## config.mk

```make
export PLATFORM = sky130hd
export DESIGN_NAME = rgb_pwm_driver
export DESIGN_NICKNAME = d
export VERILOG_FILES = /design/src/rtl/rgb_pwm_driver.sv
export SDC_FILE = /design/constraint.sdc
export NUM_CORES = 1
export LEC_CHECK = 0
export CAP_MARGIN = 10
export CORE_ASPECT_RATIO = 1.75
export CORE_MARGIN = 3
export CORE_UTILIZATION = 55
export DETAILED_ROUTE_END_ITERATION = 8
export GPL_ROUTABILITY_DRIVEN = 1
export PLACE_DENSITY_LB_ADDON = 0.08
export SYNTH_ARGS = -nofsm -noshare
export SYNTH_HDL_FRONTEND = slang
export SYNTH_SLANG_ARGS = --single-unit
```

## constraint.sdc

```tcl
create_clock -name clk -period 1.7 [get_ports clk]
set_clock_uncertainty 0.1 [all_clocks]
set_input_delay 0.34 -clock clk [delete_from_list [all_inputs] [get_ports clk]]
set_output_delay 0.34 -clock clk [all_outputs]
set_load 0.05 [all_outputs]
```

## src/rtl/rgb_pwm_driver.sv

```systemverilog
// RGB LED PWM driver: shadow-buffered 24-bit colour, committed only at PWM period boundaries.
// Optional gamma shaping of committed duties is enabled by defining RGB_PWM_GAMMA_EN.
module rgb_pwm_driver #(
    parameter int PRESCALE = 4
) (
    input  logic        clk,
    input  logic        rst,
    input  logic [23:0] light,
    input  logic        load,
    output logic        pending,
    output logic        red_pwm,
    output logic        green_pwm,
    output logic        blue_pwm,
    output logic        period_start
);

    localparam int PW = (PRESCALE > 1) ? $clog2(PRESCALE) : 1;
    localparam logic [PW-1:0] PRE_LAST = PW'(PRESCALE - 1);

    logic [PW-1:0] pre;
    logic          tick;
    logic [7:0]    cnt;
    logic          boundary;
    logic [23:0]   shadow;
    logic [7:0]    act_r;
    logic [7:0]    act_g;
    logic [7:0]    act_b;
    logic          commit_en;
    logic [23:0]   commit_src;

    function automatic logic [7:0] shape(input logic [7:0] d);
        logic [15:0] sq;
`ifdef RGB_PWM_GAMMA_EN
        sq = {8'd0, d} * {8'd0, d};
        if (d == 8'hFF) begin
            return 8'hFF;
        end
        return 8'(sq >> 8);
`else
        sq = {8'd0, d};
        return sq[7:0];
`endif
    endfunction

    always_comb begin
        tick     = (pre == PRE_LAST);
        boundary = tick && (cnt == 8'hFF);
        // A load landing on the boundary bypasses the shadow and goes straight to active.
        commit_en  = boundary && (load || pending);
        commit_src = load ? light : shadow;
    end

    always_ff @(posedge clk) begin
        if (rst) begin
            pre          <= '0;
            cnt          <= 8'd0;
            shadow       <= 24'd0;
            act_r        <= 8'd0;
            act_g        <= 8'd0;
            act_b        <= 8'd0;
            pending      <= 1'b0;
            red_pwm      <= 1'b0;
            green_pwm    <= 1'b0;
            blue_pwm     <= 1'b0;
            period_start <= 1'b0;
        end else begin
            pre          <= tick ? '0 : pre + 1'b1;
            period_start <= boundary;
            if (tick) begin
                cnt <= cnt + 8'd1;
            end
            if (load) begin
                shadow <= light;
            end
            if (boundary) begin
                pending <= 1'b0;
            end else if (load) begin
                pending <= 1'b1;
            end
            if (commit_en) begin
                act_r <= shape(commit_src[23:16]);
                act_g <= shape(commit_src[15:8]);
                act_b <= shape(commit_src[7:0]);
            end
            red_pwm   <= (act_r == 8'hFF) | (cnt < act_r);
            green_pwm <= (act_g == 8'hFF) | (cnt < act_g);
            blue_pwm  <= (act_b == 8'hFF) | (cnt < act_b);
        end
    end

endmodule

```

Word-level counts from Yosys, hierarchy flattened
Index checks and enable logic that the tools add are counted.

storage, ports and cells
  output and inout bits = 5
  flip-flop bits (word level) = 63
  input port bits = 27
  logic and storage cells = 30

cells by class
  bitwise gates (word level) = 3
  reduce and logical (&&, ||, !) cells = 5
  order comparisons = 3
  eq/ne operators = 5
  $add $sub $neg = 2
  muxes and demuxes = 1

operator list
  cell                                          number
  == test 8 bit (second input constant)         4
  < comparator 8 bit                            3
  2-to-1 mux 24 bit                             1
  adder 8 x 1 -> 8 bit (second input constant)  1
  OR reduction 2 bit                            2
  bitwise OR 1 bit                              3
  adder 2 x 1 -> 2 bit (second input constant)  1
  == test 2 bit (second input constant)         1
  logical AND 1 bit                             2
  logical OR 1 bit                              1

Logic depth before layout (Yosys ltp)
Gate-level depths: netlist of run 1.

  depth in word-level cells = 3
  depth in mapped cells = 8

Least setup slack after synthesis of run 1
No wires, ideal clock.

  path type = reg2reg
  start point = register cnt[1]
  end point = register act_b[1]
  arrival = 1.361 ns
  required time = 1.513 ns
  setup time = 0.087 ns
  clock period less this slack = 1.548 ns
  path slack = 0.152 ns
  cell stages (with the launch flop) = 8
  buffers on the path = 2
  cell sequence = dfxtp_1 ha_1 nand4_4 nor3_4 buf_6 buf_6 nand2_1 o31ai_1

on the way
  word-level cells in the longest chain between the ends = 3

ends and longest elaborated chain
  what                    line  source
  from (decl)             22    logic [7:0] cnt;
  from (signal assigned)  70    cnt <= cnt + 8'd1;
  == test 8 bit           47    boundary = tick && (cnt == 8'hFF);
  logical AND 1 bit       47
  logical AND 1 bit       49    commit_en = boundary && (load || pending);
  to (signal assigned)    83    act_b <= shape(commit_src[7:0]);
  to (decl)               27    logic [7:0] act_b;

No other way between the ends.
A chain may end at the register's enable or synchronous reset.

Worst setup path in the final report of run 1
  start point = register act_g[2]
  end point = register green_pwm

on the way
  word-level cells in the longest chain between the ends = 2

ends and longest elaborated chain
  what                                                        line  source
  from (decl)                                                 26    logic [7:0] act_g;
  from (signal assigned)                                      82    act_g <= shape(commit_src[15:8]);
  < comparator 8 bit / == test 8 bit (equally long branches)  86    green_pwm <= (act_g == 8'hFF) | (cnt < act_g);
  bitwise OR 1 bit *                                          86
  to (signal assigned)                                        86
  to (decl)                                                   12    output logic green_pwm,

Mark *: on every way between the ends. The rest lies on a longest branch, timed or not.

==> results of run 1 <==
[stage by stage]
step	worst slack, ns	cells
finish	0.0652	400
global route	0.00542	400
CTS	0.0580	400
floorplan	0.152	299
detailed placement	-0.153	384
global placement	-0.129	384
[layout make-up]
class                           count  area (sq um)
Clock buffer                       13           149
Clock inverter                      3          42.5
Fill cell                         388          1370
Inverter                           21          78.8
Multi-Input combinational cell    199          1370
Sequential cell                    63          1260
Tap cell                           52          65.1
Timing Repair Buffer               49           453
[cells in the mapped netlist, types with 3 or more instances]
library cell	number
a211o_1	3
a211oi_1	3
a31oi_1	3
buf_2	5
buf_6	3
clkbuf_1	6
dfxtp_1	63
ha_1	23
inv_1	21
mux2i_1	25
nand2_1	26
nand2b_1	9
nand4_1	10
nor2_1	42
nor3_1	6
o21ai_0	14
o31ai_1	18
xor2_1	4
[final timing paths]
check / from / endpoint / slack [ns]
worst max-delay path: act_g[2] / green_pwm / 0.07
worst min-delay path: rst / shadow[15] / 0.32
worst max register to register: act_g[2] / green_pwm / 0.07
worst min register to register: pre[0] / pre[0] / 0.33
[power breakdown]
| part | total [uW] | internal (uW) | switching, uW |
|---|---|---|---|
| clock | 1250 | 716 | 531 |
| sequential | 1530 | 1520 | 13.0 |
| combinational | 217 | 118 | 98.6 |
| total | 3000 | 2350 | 642 |
[cell families (layout without fill, tap and decap cells)]
kind of cell / count (synthesis) / count (layout)
AO/OA/AOI/OAI: 44 / 44
buffers and inverters: 37 / 86
AND/OR/NAND/NOR: 101 / 101
adder cells (fa/ha/maj): 23 / 23
multiplexers: 25 / 25
XOR/XNOR: 6 / 6
flip-flops: 63 / 63
[timing repair]
item                       4_1_cts  5_1_grt
setup buffers                    0        0
resized for setup                0        1
setup endpoints to repair        0        1
hold endpoints to repair         0        0
[layer usage]
layer	global-route usage, %	vias to the layer above	part of all wire [%]	wire (um)
met1	23.9	1009	42	2390
met2	34.3	42	50	2890
li1	-	1125	-	-
met5	0	-	0	0
met3	4.76	19	3.9	223
met4	13.1	0	3.9	221
[sequential cells by signal, indices dropped and copies added (netlist names), 2 cells and up]
name	count
shadow	24
act_b	8
act_g	8
act_r	8
cnt	8
pre	2
==> flow_metrics.py, run 1 <==
metrics = {
    "setup_path": {
        "critPathCaptureType": "flip-flop",
        "worstSetupStartpointType": "flip-flop",
        "worstPathArrival_ns": 1.77,
        "critPathKind": "flip-flop to flip-flop",
        "path_cells": "inv_1, ha_1, a211o_1, a31oi_1, nor3_1, o21ai_0",
        "path_buf_inv": 1,
        "cp.required_ns": 1.84,
        "cpPeakStageDelay_ns": 0.34,
        "cp.depth": 6,
        "crit_fanout": 2,
        "crit_path_top_delay_cell": "dfxtp_1",
        "r2r_cells": 6,
        "crit_family": "compound AO/OA/AOI/OAI gates",
    },
    "floorplanning": {
        "die_y_um": 100,
        "fp-row-count": 33,
        "die_w_um": 60.0,
        "io-pin-count": 32,
        "initial_utilization_pct": 58.5,
        "core_sq_um": 4790,
        "die-area_sq_um": 6020,
    },
    "grt": {
        "gr-total-overflow": 0,
        "grt_max_degree": 29,
        "antenna_found_initial": 0,
        "grt_pass1_wl_um": 9400,
        "grt_pass1_vias": 2149,
        "track_usage_pct": 21.0,
    },
    "sta": {
        "finalHoldViolations": 0,
        "period_needed_ns": 1.63,
        "min_period_over_period_pct": 96.2,
        "finalSetupViolations": 0,
        "tightest_slew_ns": 0.408,
        "timing.fmax_ghz": 0.612,
        "finalSetupTns_ns": 0,
        "drv_slew": 0,
        "relSlewSlack_pct": 72.8,
        "rsz0062_at_grt": "no",
        "whs_ns": 0.316,
    },
    "synth": {
        "yosys.area.top_type": "dfxtp_1",
        "synth_fa_ha_area_share_pct": 10.3,
        "synth_compound_area_share_pct": 10.5,
        "syn_inst": 299,
        "avgSynthCellArea_sq_um": 9.37,
        "synth_mux_area_share_pct": 8.93,
        "synth_ff_type": "dfxtp_1",
        "synth_top_family_by_area": "simple AND/OR/NAND/NOR gates",
        "ys_types": 29,
        "synth.net_count": 349,
        "netlist_area_sq_um": 2800,
        "synthTopCellsByArea": "dfxtp_1 45%, ha_1 10%, mux2i_1 8.9%",
        "synth_enable_flop_cells": 0,
        "async_reset_ff_share_pct": 0,
        "synth.ff_latch_count": 63,
        "ys_seq_area_share_pct": 45.0,
        "synth-xor-area-share_pct": 1.88,
        "synth-warning-count": 0,
        "synth-simple-area-share_pct": 17.1,
        "netlist.area_leader.share_pct": 45.0,
    },
    "clock_network": {
        "clk_latency_ns": 0.33,
        "cts_hold_buffers": 0,
        "cts_tree": "built",
        "cts_root_buf": "clkbuf_8",
        "clk_pin_slew_ns": 0.07,
        "cts_buffers": 9,
        "clock-sinks": 63,
        "clockBufferDepth": 2,
        "h-tree-depth": 3,
    },
    "place": {
        "port_buffers": 31,
        "place_hpwl_um": 4240,
        "place_congestion": 0.817,
        "placed_area_sq_um": 3220,
    },
    "detailed_routing": {
        "drtIter0Drc": 48,
        "vias": 2195,
        "post_drt_wl_per_cell_um": 14.3,
        "via_per_inst": 5.49,
        "drc": 0,
        "dr.pass1.iters": 4,
        "drtAntennaViolNets": 0,
        "drt-total-wl_um": 5720,
    },
    "layout": {
        "final_common_cell": "dfxtp_1",
        "final_cell_mix": "62 x dfxtp_1, 42 x nor2_1, 26 x nand2_1",
        "layout-drive-gt1-share_pct": 12.1,
        "final_area_sq_um": 3420,
        "n_antenna_cell": 0,
        "area_growth_syn_to_layout_pct": 21.9,
        "finalNetCount": 393,
        "fin_util_pct": 71.3,
    },
    "min_path": {
        "hp-class": "primary input to flip-flop",
        "holdPathStages": 2,
    },
    "pwr": {
        "ir_drop_mv": 0.801,
        "p_leak_uw": 0.00144,
        "p_per_area_nw_per_um2": 877,
        "total_power_uw": 3000,
    },
    "outcome": {
        "outcome": "complete, no violations",
    },
    "run": {
        "cap_violations": 0,
    },
}
No activity file was read; power rests on OpenSTA's default activity.
==> inputs of run 2 (changes only) <==
--- a/config.mk
+++ b/config.mk
@@ -12,6 +12,7 @@
 export DETAILED_ROUTE_END_ITERATION = 8
 export GPL_ROUTABILITY_DRIVEN = 1
 export PLACE_DENSITY_LB_ADDON = 0.08
+export SKIP_CTS_REPAIR_TIMING = 1
 export SYNTH_ARGS = -nofsm -noshare
 export SYNTH_HDL_FRONTEND = slang
 export SYNTH_SLANG_ARGS = --single-unit
==> results of run 2 <==
No change in the layout: final DEF, timing and power equal those of run 1.
==> inputs of run 3 (changes only) <==
--- a/config.mk
+++ b/config.mk
@@ -13,6 +13,7 @@
 export GPL_ROUTABILITY_DRIVEN = 1
 export PLACE_DENSITY_LB_ADDON = 0.08
 export SKIP_CTS_REPAIR_TIMING = 1
+export SLEW_MARGIN = 20
 export SYNTH_ARGS = -nofsm -noshare
 export SYNTH_HDL_FRONTEND = slang
 export SYNTH_SLANG_ARGS = --single-unit
==> results of run 3 <==
No change in the layout: final DEF, timing and power equal those of run 1.
